<file path="config.mk">
export PLATFORM = sky130hd
export DESIGN_NAME = mealy_seq_detector
export DESIGN_NICKNAME = d
export VERILOG_FILES = /design/src/rtl/mealy_pkg.sv /design/src/rtl/sat_counter.sv /design/src/rtl/mealy_seq_detector.sv
export SDC_FILE = /design/constraint.sdc
export NUM_CORES = 1
export LEC_CHECK = 0
export BUFFER_PORTS_ARGS = -buffer_cell sky130_fd_sc_hd__buf_2
export CORE_MARGIN = 5
export CORE_UTILIZATION = 40
export DETAILED_ROUTE_END_ITERATION = 10
export PLACE_DENSITY = 0.6
export SLEW_MARGIN = 5
export SYNTH_ARGS = -nofsm -noshare
export SYNTH_HDL_FRONTEND = slang
export SYNTH_SLANG_ARGS = --single-unit
</file>
<file path="constraint.sdc">
create_clock -name clk -period 3.54 [get_ports clk]
set_clock_uncertainty 0.2 [all_clocks]
set_input_delay 1.062 -clock clk [delete_from_list [all_inputs] [get_ports clk]]
set_output_delay 1.062 -clock clk [all_outputs]
set_load 0.005 [all_outputs]
</file>
<file path="src/rtl/mealy_pkg.sv">
// Shared definitions for the Mealy serial-pattern detector: pattern length
// limits, the transition classification enum and the constant functions that
// build the KMP transition tables at elaboration.
package mealy_pkg;

   localparam int PATTERN_LEN_MIN = 2;
   localparam int PATTERN_LEN_MAX = 16;

   typedef enum logic [1:0] {
      STEP_HOLD     = 2'd0,
      STEP_ADVANCE  = 2'd1,
      STEP_MATCH    = 2'd2,
      STEP_FALLBACK = 2'd3
   } step_e;

   function automatic bit len_ok(input int len);
      return (len >= PATTERN_LEN_MIN) && (len <= PATTERN_LEN_MAX);
   endfunction

   // Longest pattern prefix (strictly shorter than the pattern) that is a
   // suffix of the string formed by the first 'state' pattern bits followed
   // by 'b'. Pattern bit [len-1] is the first bit received.
   function automatic int kmp_next(input logic [15:0] pattern, input int len,
                                   input int state, input logic b);
      int   best;
      int   pos;
      logic ok;
      logic sb;
      best = 0;
      for (int j = 1; j < PATTERN_LEN_MAX; j++) begin
         if (j < len && j <= state + 1) begin
            ok = 1'b1;
            for (int m = 0; m < PATTERN_LEN_MAX; m++) begin
               if (m < j) begin
                  pos = state + 1 - j + m;
                  sb  = (pos == state) ? b : pattern[4'(len - 1 - pos)];
                  if (sb != pattern[4'(len - 1 - m)]) ok = 1'b0;
               end
            end
            if (ok) best = j;
         end
      end
      return best;
   endfunction

   // Longest proper prefix of the whole pattern that is also its suffix:
   // the state to resume from after a completed overlapping match.
   function automatic int kmp_fail(input logic [15:0] pattern, input int len);
      return kmp_next(pattern, len, len - 1, pattern[0]);
   endfunction

endpackage

</file>
<file path="src/rtl/sat_counter.sv">
// Saturating up-counter: counts inc pulses, holds at all-ones, clr/reset to 0.
module sat_counter #(
   parameter int W = 8
) (
   input  logic         clk,
   input  logic         reset,
   input  logic         inc,
   input  logic         clr,
   output logic [W-1:0] count
);

   logic [W-1:0] count_q;

   // Count register: reset and clear dominate, increment stops at full scale.
   always_ff @(posedge clk) begin
      if (reset) begin
         count_q <= '0;
      end else if (clr) begin
         count_q <= '0;
      end else if (inc && (count_q != {W{1'b1}})) begin
         count_q <= count_q + W'(1);
      end
   end

   assign count = count_q;

endmodule

</file>
<file path="src/rtl/mealy_seq_detector.sv">
// Parametrised Mealy serial-pattern detector with saturating match counter.
// Optional macro MEALY_REG_OUT_EN: when defined, match is passed through a
// flop (one cycle later, glitch-free); otherwise match is the raw Mealy output.
module mealy_seq_detector
   import mealy_pkg::*;
#(
   parameter int                     PATTERN_LEN = 4,
   parameter logic [PATTERN_LEN-1:0] PATTERN     = 4'b1011,
   parameter bit                     OVERLAP     = 1'b1,
   parameter int                     CNT_W       = 8
) (
   input  logic                           clk,
   input  logic                           reset,
   input  logic                           in_valid,
   input  logic                           in_bit,
   input  logic                           clear,
   output logic                           match,
   output logic [CNT_W-1:0]               match_count,
   output logic [$clog2(PATTERN_LEN)-1:0] state_dbg
);

   localparam int          SW         = $clog2(PATTERN_LEN);
   localparam logic [15:0] PAT16      = 16'(PATTERN);
   localparam logic [SW-1:0] LAST_ST  = SW'(PATTERN_LEN - 1);
   localparam logic [SW-1:0] MATCH_ST = OVERLAP ? SW'(kmp_fail(PAT16, PATTERN_LEN)) : '0;

   if (!len_ok(PATTERN_LEN)) begin : g_bad_len
      $error("mealy_seq_detector: PATTERN_LEN out of range 2..16");
   end

   // Per-state lookup: the bit that extends Sk, and the fallback state for
   // each input bit value when it does not.
   logic [PATTERN_LEN-1:0]         want_tbl;
   logic [PATTERN_LEN-1:0][SW-1:0] fb0_tbl;
   logic [PATTERN_LEN-1:0][SW-1:0] fb1_tbl;

   for (genvar k = 0; k < PATTERN_LEN; k++) begin : g_tbl
      assign want_tbl[k] = PATTERN[PATTERN_LEN-1-k];
      assign fb0_tbl[k]  = SW'(kmp_next(PAT16, PATTERN_LEN, k, 1'b0));
      assign fb1_tbl[k]  = SW'(kmp_next(PAT16, PATTERN_LEN, k, 1'b1));
   end

   logic [SW-1:0] state_q;
   logic [SW-1:0] state_d;
   logic          match_d;
   step_e         step;

   // State register.
   always_ff @(posedge clk) begin
      if (reset) begin
         state_q <= '0;
      end else begin
         state_q <= state_d;
      end
   end

   // Classify the accepted bit, then derive next state and the Mealy match.
   always_comb begin
      step    = STEP_HOLD;
      state_d = state_q;
      match_d = 1'b0;

      if (!reset && !clear && in_valid) begin
         if (in_bit == want_tbl[state_q]) begin
            step = (state_q == LAST_ST) ? STEP_MATCH : STEP_ADVANCE;
         end else begin
            step = STEP_FALLBACK;
         end
      end

      case (step)
         STEP_ADVANCE:  state_d = state_q + SW'(1);
         STEP_MATCH: begin
            state_d = MATCH_ST;
            match_d = 1'b1;
         end
         STEP_FALLBACK: state_d = in_bit ? fb1_tbl[state_q] : fb0_tbl[state_q];
         default:       state_d = clear ? '0 : state_q;
      endcase
   end

   sat_counter #(
      .W(CNT_W)
   ) u_cnt (
      .clk  (clk),
      .reset(reset),
      .inc  (match_d),
      .clr  (clear),
      .count(match_count)
   );

`ifdef MEALY_REG_OUT_EN
   logic match_q;

   // Output flop removes combinational glitches on match.
   always_ff @(posedge clk) begin
      if (reset || clear) begin
         match_q <= 1'b0;
      end else begin
         match_q <= match_d;
      end
   end

   assign match = match_q;
`else
   assign match = match_d;
`endif

   assign state_dbg = state_q;

endmodule
</file>
Word level (Yosys, flattened, before mapping)
Index checks and enable logic that the tools add are counted.
{"block": "word_totals", "register_bits": 10, "input_bits": 5, "out_inout_bits": 11, "wordCells": 31}
{"block": "op_classes", "addsub": 2, "order_cmp": 1, "eq_ne": 6, "n_mux": 13, "n_reduce_logical": 7}
{"op": "two-way mux 2 bit", "count": 7}
{"op": "adder 8 x 1 -> 8 bit (second input constant)", "count": 1}
{"op": "binary-select mux 2 bit (select 2 bit)", "count": 2}
{"op": "!= test 8 bit (second input constant)", "count": 1}
{"op": "equality test 2 bit (second input constant)", "count": 3}
{"op": "one-hot mux 2 bit (3 select lines)", "count": 1}
{"op": "nonzero test 4 bit", "count": 1}
{"op": "logical AND 1 bit", "count": 3}
{"op": "< comparator 2 x 3 -> 1 bit (second input constant)", "count": 1}
{"op": "adder 2 x 1 -> 2 bit (second input constant)", "count": 1}
{"op": "binary-select mux 1 bit (select 2 bit)", "count": 1}
{"op": "equality test 2 x 1 -> 1 bit (second input constant)", "count": 1}
{"op": "logical NOT 1 bit", "count": 2}
{"op": "two-way mux 1 bit", "count": 2}
{"op": "OR reduction 2 bit", "count": 1}
{"op": "equality test 1 bit", "count": 1}

Depth between registers and ports, before layout
{"block": "depth", "depth_word": 8, "ltp_mapped": 9, "depth_no_buf": 9}

Hierarchy
From an unflattened synthesis, not the netlist that was laid out.
{"block": "hier_totals", "hier_cells": 70, "hier_area_um2": 616.8}
{"module": "sat_counter", "n_inst": 1, "cells_each": 47, "area_each_um2": 435.4, "seq_area_each_um2": 160.2}
{"module": "mealy_seq_detector", "n_inst": 1, "cells_each": 23, "area_each_um2": 181.4, "seq_area_each_um2": 40.0}

Worst setup path after synthesis
Ideal clock, no wire load.
{"block": "synth_timing", "path_kind": "input port to output port", "start": "input reset", "end": "output match", "arrival_ns": 1.810, "required_ns": 2.278, "path_slack_ns": 0.468, "cell_stages": 4, "path_buffers": 0, "path_cell_list": "nor2_1 nand2_1 a21o_1 ha_1"}
{"block": "synth_between", "elab_chain_cells": 6}
{"item": "start, declared", "line_no": "mealy_seq_detector.sv:13", "rtl": "input logic reset,"}
{"item": "logical NOT 1 bit", "line_no": "mealy_seq_detector.sv:63", "rtl": "if (!reset && !clear && in_valid) begin"}
{"item": "logical AND 1 bit (2 in a row)", "line_no": "mealy_seq_detector.sv:63"}
{"item": "two-way mux 2 bit", "line_no": "mealy_seq_detector.sv:63"}
{"item": "equality test 2 bit", "line_no": "mealy_seq_detector.sv:71", "rtl": "case (step)"}
{"item": "two-way mux 1 bit", "line_no": "mealy_seq_detector.sv:71"}
{"item": "end, declared", "line_no": "mealy_seq_detector.sv:17", "rtl": "output logic match,"}
Every way passes these cells.

Final worst setup path
Same ends and word-level chain as after synthesis.

==> impl_metrics.ini <==
[status]
status = complete, no violations

[place]
place_hpwl_um = 1120
io_buffer_count = 15
dpl_worst_slack_ps = 295
gp_congestion = 0.761

[synthesis]
ys_seq_area_frac = 0.301
synth_fa_ha_area_frac = 0.150
ys_seq_elements = 10
synthSimpleGateAreaFrac = 0.259
syn_inst = 73
ys.flop_type = dfxtp_1
syn_nets = 86
synthDistinctLibCells = 29
synthArstFlopShare = 0
synth_edf_count = 0
synth_top_family_by_area = simple AND/OR/NAND/NOR gates
synth.mux.area_fraction = 0.0470
syn_area_sq_um = 666
synth_compound_area_frac = 0.212
avgSynthCellArea_sq_um = 9.12
yosys.area_share.xor_xnor = 0.0132
yosys_warnings = 0

[worst_setup_path]
cp_cell_sequence = buf_2 > nor2_1 > nand2_1 > a21o_1 > ha_1 > buf_2
crit_start = reset
crit_end = match
reg2reg_to = state_dbg[0]
slowest_delay_ps = 210
path_class = input pin to primary output
cpMaxStageDelayCell = ha_1
required_ps = 2280
endpoint_kind = primary output
critPathMaxFanout = 6
regToRegStartpoint = state_dbg[1]
worstSetupStartpointType = input pin
critPathArrivalTime_ps = 1980
critPathMostFrequentCell = buf_2
r2r_slack_ps = 1170
reg2reg_depth = 9

[sta]
slew_violations = 0
worst_slew_pin_slew_ps = 492
clock.fmax_ghz = 0.309
hold_viol_final = 0
fin_crit_ps = 3240
slew_headroom = 0.670
setup_slack_ps = 300
whs_ps = 317
grt_setup_unrepaired = false
setup_tns_ps = 0
finalSetupViolCount = 0
post-route-period-util = 0.915

[clocking]
holdBufCountCts = 0
post_cts_resized = 0
cts_tree = built
htreeDepth = 1
clk_latency_ps = 270
clk_path_buf_depth = 2
cts.clk_slew.worst_paths_ps = 80
cts-root-buf = clkbuf_4
numClockSinks = 10
post_cts_buffers = 0
cts_made_buffers = 3

[power]
ir_drop_mv = 0.102
finalPower_uw = 238
cellLeakagePower_nw = 0.341
p_per_area_nw_per_um2 = 293

[floorplan]
core-area_sq_um = 1540
initial_core_util = 0.432
io_pins = 16
die_y_um = 50.8
die_area_sq_um = 2580
die_w_um = 50.8
rows = 14

[drt]
first_iter_violations = 11
viasPerCell = 5.60
drc_errors = 0
dr.pass1.iters = 4
post_drt_wl_per_cell_um = 13.8
finalWirelength_um = 1510
antenna_left = 0
dr_total_vias = 616

[global_route]
antenna_found_initial = 0
grt_pass1_vias = 568
grt_first_pass_wirelength_um = 2460
grt-ovfl-total = 0
track_usage = 0.122
grt_max_degree = 10

[layout]
fill_cells = 150
drive_above_1_share = 0.309
area_growth_syn_to_layout_pct = 22.0
n_antenna_cell = 0
nets = 108

[min_path]
holdCritStartpoint = u_cnt.count[1]
hp-class = flip-flop to flip-flop

[job]
drv_cap = 0
[cell families (layout without fill, tap and decap cells)]
group / after synthesis / in the layout
AOI/OAI and AO/OA: 19 / 19
xor gates and xnor gates: 1 / 1
adders and majority gates: 8 / 8
buffers and inverters: 3 / 24
DFF: 10 / 10
muxes: 3 / 3
and+or+nand+nor: 29 / 29
[critical path: cells and delay by family]
family                     cells  cell delay [ps]
buffers and inverters          2              260
and+or+nand+nor                2              250
AOI/OAI and AO/OA              1              190
adders and majority gates      1              210
[metrics by stage]
stage | area (sq um) | std cells | utilization
2_1_floorplan | 666 | 73 | -
3_3_place_gp | 776 | 106 | 0.503
3_5_place_dp | 776 | 106 | 0.503
4_1_cts | 812 | 110 | 0.527
5_1_grt | 812 | 110 | 0.527
6_report | 812 | 110 | 0.527
[worst min-delay path by stage]
| stage | cells after the start | slack (ps) | endpoint |
|---|---|---|---|
| 2_1_floorplan | 2 | 290 | u_cnt.count[1] |
| 3_3_place_gp | 2 | 300 | u_cnt.count[1] |
| 3_5_place_dp | 2 | 310 | u_cnt.count[1] |
| 4_1_cts | 2 | 320 | u_cnt.count[1] |
| 5_1_grt | 2 | 340 | u_cnt.count[1] |
| 6_report | 2 | 320 | u_cnt.count[1] |
[cell usage in the layout, fill, tap and decap left out, drive strengths merged, types with 2 or more instances in the layout]
master and instances:
and4 2, buf 17, nor2b 2, dfxtp 10
clkbuf 4, ha 8, nand4 3, a21oi 8
nand2 8, nor3 3, nor2 2, or2 2
inv 3, a211oi 4, a31oi 3, and3 2
mux2i 2
[power by group]
group | switching [mW] | internal [mW]
combinational | 0.0103 | 0.00776
clock | 0.0446 | 0.0625
sequential | 0.000448 | 0.113
total | 0.0553 | 0.183
[metal layers]
layer,share of wire,vias up,GRT usage
li1,-,317,-
met1,0.47,280,0.140
met2,0.46,14,0.205
met3,0.040,5,0.0207
met4,0.026,0,0.0766
met5,0,-,0
[cell type report]
| class | count | area (sq um) | share of cell area |
|---|---|---|---|
| timing repair buffer | 17 | 90.1 | 0.111 |
| multi-input combinational | 60 | 454 | 0.559 |
| sequential | 10 | 200 | 0.247 |
| inverter | 3 | 11.3 | 0.0139 |
| tap | 16 | 20.0 | 0.0247 |
| clock buffer | 4 | 36.3 | 0.0447 |
[sequential cells by signal, indices dropped and copies added, names as in the netlist]
name / count
u_cnt.count: 8
state_dbg: 2
[Yosys cell counts (3+ instances only)]
cell type  number  share of area
dfxtp_1        10           0.30
ha_1            8           0.15
nand2_1         8          0.045
a21oi_1         7          0.053
a31oi_1         3          0.028
inv_1           3          0.017
nand4_1         3          0.028
nor3_1          3          0.023
No activity file was read; power rests on OpenSTA's default activity.
